$ cat config.mk
export PLATFORM = sky130hd
export DESIGN_NAME = safe_lock_ctrl
export DESIGN_NICKNAME = d
export VERILOG_FILES = /design/src/rtl/safe_lock_ctrl.sv
export SDC_FILE = /design/constraint.sdc
export NUM_CORES = 1
export LEC_CHECK = 0
export CAP_MARGIN = 40
export CORE_AREA = 3 3 69 71
export DETAILED_ROUTE_END_ITERATION = 7
export DIE_AREA = 0 0 72 74
export PLACE_DENSITY = 0.82
export SETUP_SLACK_MARGIN = 0.2
export SLEW_MARGIN = 20
export SYNTH_ARGS = -nofsm -noshare
export SYNTH_HDL_FRONTEND = slang
export SYNTH_SLANG_ARGS = --single-unit
export TNS_END_PERCENT = 1
$ cat constraint.sdc
create_clock -name clk -period 1.93 [get_ports clk]
set_clock_uncertainty 0.1 [all_clocks]
set_input_delay 0.386 -clock clk [delete_from_list [all_inputs] [get_ports clk]]
set_output_delay 0.386 -clock clk [all_outputs]
set_load 0.01 [all_outputs]
$ cat src/rtl/safe_lock_ctrl.sv
// Keypad sequencing controller for the safe lock: code entry, check, timed open, failure lockout.
// Optional runtime code change while open is enabled by defining CODE_CHANGE_EN.
module safe_lock_ctrl #(
  parameter int unsigned        NDIG         = 4,
  parameter int unsigned        MAX_FAIL     = 3,
  parameter int unsigned        OPEN_CYC     = 500,
  parameter int unsigned        LOCK_CYC     = 1000,
  parameter logic [NDIG*4-1:0]  DEFAULT_CODE = 16'h1234,
  parameter logic [4:0]         KEY_ENTER    = 5'd21,
  parameter logic [4:0]         KEY_CLEAR    = 5'd20
) (
  input  logic       clk,
  input  logic       rst,
  input  logic       key_valid,
  input  logic [4:0] key,
  output logic       unlock,
  output logic       alarm,
  output logic       err,
  output logic [3:0] fail_cnt,
  output logic [3:0] digit_cnt,
  output logic [2:0] state_o
);

  localparam int unsigned BW   = NDIG * 4;
  localparam int unsigned TMAX = (OPEN_CYC > LOCK_CYC) ? OPEN_CYC : LOCK_CYC;
  localparam int unsigned TW   = $clog2(TMAX);
  localparam logic [TW-1:0] OPEN_LOAD  = TW'(OPEN_CYC - 1);
  localparam logic [TW-1:0] LOCK_LOAD  = TW'(LOCK_CYC - 1);
  localparam logic [3:0]    NDIG_C     = 4'(NDIG);
  localparam logic [3:0]    MAX_FAIL_C = 4'(MAX_FAIL);

  typedef enum logic [2:0] {
    S_IDLE    = 3'd0,
    S_ENTRY   = 3'd1,
    S_CHECK   = 3'd2,
    S_OPEN    = 3'd3,
    S_LOCKOUT = 3'd4,
    S_NEWCODE = 3'd5
  } state_t;

  state_t          state_r, state_nxt;
  logic [BW-1:0]   buf_r, buf_nxt;
  logic [3:0]      cnt_r, cnt_nxt;
  logic            ovf_r, ovf_nxt;
  logic [3:0]      fail_r, fail_nxt;
  logic [TW-1:0]   timer_r, timer_nxt;
  logic            err_nxt;
  logic            unlock_r, alarm_r, err_r;
  logic [BW-1:0]   code_s;
  logic [BW-1:0]   buf_shift_s;
  logic            is_digit_s, is_enter_s, is_clear_s, match_s;

`ifdef CODE_CHANGE_EN
  logic [BW-1:0]   code_r, code_nxt;
  assign code_s = code_r;
`else
  assign code_s = DEFAULT_CODE;
`endif

  assign is_digit_s  = key_valid && (key <= 5'd9);
  assign is_enter_s  = key_valid && (key == KEY_ENTER);
  assign is_clear_s  = key_valid && (key == KEY_CLEAR);
  assign buf_shift_s = (buf_r << 4) | BW'(key[3:0]);
  assign match_s     = (cnt_r == NDIG_C) && !ovf_r && (buf_r == code_s);

  // Next-state and datapath update for the whole controller
  always_comb begin
    state_nxt = state_r;
    buf_nxt   = buf_r;
    cnt_nxt   = cnt_r;
    ovf_nxt   = ovf_r;
    fail_nxt  = fail_r;
    timer_nxt = timer_r;
    err_nxt   = 1'b0;
`ifdef CODE_CHANGE_EN
    code_nxt  = code_r;
`endif
    case (state_r)
      S_IDLE, S_ENTRY: begin
        if (is_digit_s) begin
          buf_nxt   = buf_shift_s;
          state_nxt = S_ENTRY;
          if (cnt_r == NDIG_C) begin
            ovf_nxt = 1'b1;
          end else begin
            cnt_nxt = cnt_r + 4'd1;
          end
        end else if (is_clear_s) begin
          buf_nxt   = '0;
          cnt_nxt   = 4'd0;
          ovf_nxt   = 1'b0;
          state_nxt = S_IDLE;
        end else if (is_enter_s && (state_r == S_ENTRY)) begin
          state_nxt = S_CHECK;
        end else begin
          state_nxt = state_r;
        end
      end
      S_CHECK: begin
        buf_nxt = '0;
        cnt_nxt = 4'd0;
        ovf_nxt = 1'b0;
        if (match_s) begin
          state_nxt = S_OPEN;
          fail_nxt  = 4'd0;
          timer_nxt = OPEN_LOAD;
        end else begin
          err_nxt  = 1'b1;
          fail_nxt = fail_r + 4'd1;
          if ((fail_r + 4'd1) == MAX_FAIL_C) begin
            state_nxt = S_LOCKOUT;
            timer_nxt = LOCK_LOAD;
          end else begin
            state_nxt = S_IDLE;
          end
        end
      end
      S_OPEN: begin
        // Expiry is tested first so a key arriving on the last cycle is dropped
        if (timer_r == '0) begin
          state_nxt = S_IDLE;
        end else begin
          timer_nxt = timer_r - TW'(1);
          if (is_enter_s) begin
            state_nxt = S_IDLE;
`ifdef CODE_CHANGE_EN
          end else if (is_clear_s) begin
            state_nxt = S_NEWCODE;
            buf_nxt   = '0;
            cnt_nxt   = 4'd0;
            ovf_nxt   = 1'b0;
`endif
          end else begin
            state_nxt = S_OPEN;
          end
        end
      end
      S_LOCKOUT: begin
        if (timer_r == '0) begin
          state_nxt = S_IDLE;
          fail_nxt  = 4'd0;
        end else begin
          timer_nxt = timer_r - TW'(1);
        end
      end
`ifdef CODE_CHANGE_EN
      S_NEWCODE: begin
        if (is_digit_s) begin
          buf_nxt = buf_shift_s;
          if (cnt_r == NDIG_C) begin
            ovf_nxt = 1'b1;
          end else begin
            cnt_nxt = cnt_r + 4'd1;
          end
        end else if (is_enter_s || is_clear_s) begin
          if (is_enter_s && (cnt_r == NDIG_C) && !ovf_r) begin
            code_nxt  = buf_r;
            timer_nxt = OPEN_LOAD;
          end else begin
            timer_nxt = timer_r;
          end
          state_nxt = S_OPEN;
          buf_nxt   = '0;
          cnt_nxt   = 4'd0;
          ovf_nxt   = 1'b0;
        end else begin
          state_nxt = S_NEWCODE;
        end
      end
`endif
      default: begin
        state_nxt = S_IDLE;
        buf_nxt   = '0;
        cnt_nxt   = 4'd0;
        ovf_nxt   = 1'b0;
      end
    endcase
  end

  // State, datapath and registered status outputs
  always_ff @(posedge clk or negedge rst) begin
    if (!rst) begin
      state_r  <= S_IDLE;
      buf_r    <= '0;
      cnt_r    <= 4'd0;
      ovf_r    <= 1'b0;
      fail_r   <= 4'd0;
      timer_r  <= '0;
      unlock_r <= 1'b0;
      alarm_r  <= 1'b0;
      err_r    <= 1'b0;
    end else begin
      state_r  <= state_nxt;
      buf_r    <= buf_nxt;
      cnt_r    <= cnt_nxt;
      ovf_r    <= ovf_nxt;
      fail_r   <= fail_nxt;
      timer_r  <= timer_nxt;
      unlock_r <= (state_nxt == S_OPEN) || (state_nxt == S_NEWCODE);
      alarm_r  <= (state_nxt == S_LOCKOUT);
      err_r    <= err_nxt;
    end
  end

`ifdef CODE_CHANGE_EN
  // Stored code register, loaded only from NEWCODE
  always_ff @(posedge clk or negedge rst) begin
    if (!rst) begin
      code_r <= DEFAULT_CODE;
    end else begin
      code_r <= code_nxt;
    end
  end
`endif

  assign unlock    = unlock_r;
  assign alarm     = alarm_r;
  assign err       = err_r;
  assign fail_cnt  = fail_r;
  assign digit_cnt = cnt_r;
  assign state_o   = state_r;

endmodule

==> results.sh <==
export IMPL_dp_hpwl_um=3610
export IMPL_p_seq_share_pct=48.1
export IMPL_drt_pass1_iterations=4
export IMPL_pre_cts_ws_ns=-0.326
export IMPL_critPathMaxFanout=6
export IMPL_crit_arrival_ns=2.18
export IMPL_final_area_sq_mm=0.00282
export IMPL_seq_area_frac_synth_pct=47.8
export IMPL_start_kind="flip-flop"
export IMPL_yosysTopAreaCell="dfrtp_1"
export IMPL_drt_wirelength_per_cell_um=15.8
export IMPL_setup_violations=16
export IMPL_place_area_sq_mm=0.00266
export IMPL_synth_edff_count=0
export IMPL_tightest_slew_ns=0.662
export IMPL_drc=0
export IMPL_die_h_um=74
export IMPL_ys_dominant_reg_cell="dfrtp_1"
export IMPL_outcome="finished, violations left"
export IMPL_netlist_instances=209
export IMPL_dieArea_sq_mm=0.00533
export IMPL_grt_use_total_pct=20.4
export IMPL_antenna_found_initial=0
export IMPL_hold_viol=0
export IMPL_violations="setup timing"
export IMPL_yosys_warnings=0
export IMPL_grt_overflow=0
export IMPL_p_sw_w=0.000649
export IMPL_synth_cell_types=54
export IMPL_maxCapViolCount=0
export IMPL_instances_no_fill=320
export IMPL_worstSetupPathType="reg -> reg"
export IMPL_ant_nets=0
export IMPL_switching_share_pct=29.3
export IMPL_postCtsSetupBuffers=0
export IMPL_layout_min_cycle_time_ns=2.10
export IMPL_rsz0062_at_grt="true"
export IMPL_wl_um=5050
export IMPL_syn_nets=222
export IMPL_hold_path_class="in -> async"
export IMPL_grt_max_degree=30
export IMPL_initial_core_util_pct=50.0
export IMPL_clock_root_buffer="clkbuf_8"
export IMPL_htree_levels=2
export IMPL_dp_cells=312
export IMPL_ir_drop_mv=0.388
export IMPL_reg2reg_depth=8
export IMPL_r2r_end="timer_r[9]$_DFFE_PN0P_"
export IMPL_cts_made_buffers=5
export IMPL_fin_ws_ns=-0.167
export IMPL_drt_iter0_drc=115
export IMPL_grt_pass1_vias=1820
export IMPL_power_share_clock_pct=26.4
export IMPL_layout_common_cells="40 x dfrtp_1, 33 x buf_4, 18 x a22o_1"
export IMPL_slew_limit_headroom_pct=55.9
export IMPL_synthesis_area_sq_mm=0.00215
export IMPL_r2r_slack_ns=-0.17
export IMPL_clockBufferDepth=2
export IMPL_coreArea_sq_mm=0.00429
export IMPL_fp_row_count=24
export IMPL_timing_rr_start="digit_cnt[0]$_DFFE_PN0P_"
export IMPL_drive_gt1_share_pct=26.1
export IMPL_antenna_cells=0
export IMPL_synth_seq_cells=41
export IMPL_power_density_mw_per_mm2=785
export IMPL_path_clk_slew_ns=0.08
export IMPL_io_pins=22
export IMPL_final_nets=280
export IMPL_syn_to_final_growth_pct=31.2
export IMPL_mostFrequentLayoutCell="dfrtp_1"
export IMPL_grt_pass1_wl_um=8330
export IMPL_clock_fmax_mhz=477
export IMPL_async_flop_share_pct=100
export IMPL_cts_tree="yes"
export IMPL_clkLatencyLatePin_ns=0.30
export IMPL_p_leak_nw=1.34
export IMPL_synth_top_area_share_pct=47.8
export IMPL_yosys_top_cells_area="dfrtp_1 48%, a22o_1 7.3%, ha_1 2.9%"
export IMPL_power_frac_comb_pct=25.5
export IMPL_avgSynthCellArea_sq_um=10.3
export IMPL_cp_required_ns=2.01
export IMPL_ctsHoldBuffers=0
export IMPL_slew_violations=0
export IMPL_vias=1902
export IMPL_cts_sinks=41
export IMPL_cp_end_kind="flip-flop"
export IMPL_io_buffers=21
export IMPL_internal_power_w=0.00156
export IMPL_routabilityCongestion=0.899
export IMPL_via_per_inst=5.94
export IMPL_die_x_um=72
export IMPL_fin_util_pct=65.6
export IMPL_finalCritPeriodShare_pct=109
-- power by group through the flow --
stage	Clock, W	Combinational (W)	Sequential [W]
4_1_cts	0.000589	0.000564	0.00106
5_1_grt	0.000630	0.000623	0.00108
6_report	0.000584	0.000563	0.00106
3_5_place_dp	0	0.000564	0.00107
3_3_place_gp	0	0.000543	0.00107
2_1_floorplan	0	0.000253	0.00110
-- logic make-up (layout without fill, tap and decap cells) --
| logic type | after synthesis | count (layout) | share of synthesized area (%) |
|---|---|---|---|
| adders and majority gates | 5 | 5 | 2.92 |
| xor gates and xnor gates | 3 | 3 | 1.22 |
| buffers and inverters | 18 | 77 | 3.50 |
| AOI/OAI and AO/OA | 71 | 71 | 25.1 |
| DFF | 41 | 41 | 47.8 |
| and+or+nand+nor | 71 | 71 | 19.4 |
-- sequential cells by signal (all words and copies together), names as in the netlist --
register,flops
alarm,1
buf_r,16
digit_cnt,4
err,1
fail_cnt,4
ovf_r,1
state_o,3
timer_r,10
unlock,1
-- per-stage QoR --
step | setup TNS (ns) | total power (W) | hold slack (ns)
finish | -1.18 | 0.00221 | 0.0118
global route | -2.79 | 0.00233 | 0.0582
CTS | -1.15 | 0.00222 | 0.0310
detailed placement | -9.25 | 0.00164 | 0.353
global placement | -7.76 | 0.00161 | 0.343
floorplan | -1.45 | 0.00135 | -0.00959
-- how the worst max path moves through the flow --
stage / endpoint / cells after the start / startpoint / slack [ns]
floorplan: timer_r[9]$_DFFE_PN0P_ / 8 / digit_cnt[0]$_DFFE_PN0P_ / -0.20
global placement: digit_cnt[0]$_DFFE_PN0P_ / 6 / key_valid / -0.28
detailed placement: digit_cnt[0]$_DFFE_PN0P_ / 6 / key_valid / -0.33
CTS: timer_r[1]$_DFFE_PN0P_ / 8 / digit_cnt[0]$_DFFE_PN0P_ / -0.16
global route: timer_r[9]$_DFFE_PN0P_ / 8 / digit_cnt[0]$_DFFE_PN0P_ / -0.24
finish: timer_r[9]$_DFFE_PN0P_ / 8 / digit_cnt[0]$_DFFE_PN0P_ / -0.17
-- worst max-delay path, cell delays in order (launching register included) --
cell,delay (ns)
dfrtp_2,0.41
inv_2,0.06
ha_4,0.13
nand3b_4,0.08
or4b_4,0.49
buf_6,0.16
o21ai_4,0.19
a21oi_1,0.09
a211o_1,0.27
-- synthesized netlist by cell type (2+ instances only) --
library cell and count:
a21o_1 3, a21oi_1 8, a22o_1 18, a31o_2 2, a31oi_1 5, a32oi_1 2
and2_1 2, and3_1 2, buf_2 3, clkbuf_1 2, dfrtp_1 41, ha_1 5
inv_1 11, nand2_1 14, nand2b_1 3, nand3_1 6, nand3b_1 4, nand4_1 3
nor2_1 16, nor3_1 3, nor3b_1 2, nor4_1 2, nor4b_1 3, o21ai_0 8
o21ai_1 8, o21ai_4 2, o22a_1 2, o31ai_1 2, xnor2_1 2
-- area by class of cell --
cell class / instances / area [sq um]
fill: 350 / 1480
multi-input combinational: 150 / 1110
sequential: 41 / 1030
timing repair buffer: 58 / 483
clock buffer: 8 / 90.1
tap: 52 / 65.1
inverter: 11 / 41.3
-- per-layer routing --
layer / part of all wire, % / wire (um) / up-vias / GRT usage, %
li1: - / - / 905 / -
met1: 46 / 2310 / 941 / 27.2
met2: 49 / 2470 / 49 / 32.2
met3: 3.6 / 182 / 7 / 4.19
met4: 1.7 / 87 / 0 / 9.19
met5: 0 / 0 / - / 0
-- repair_timing --
item,4_1_cts,5_1_grt
endpoints found under the hold margin,0,0
gates resized for setup,30,5
pin swaps,18,5
endpoints found under the setup margin,52,41
Note: power is estimated with default switching activity, not from simulation.
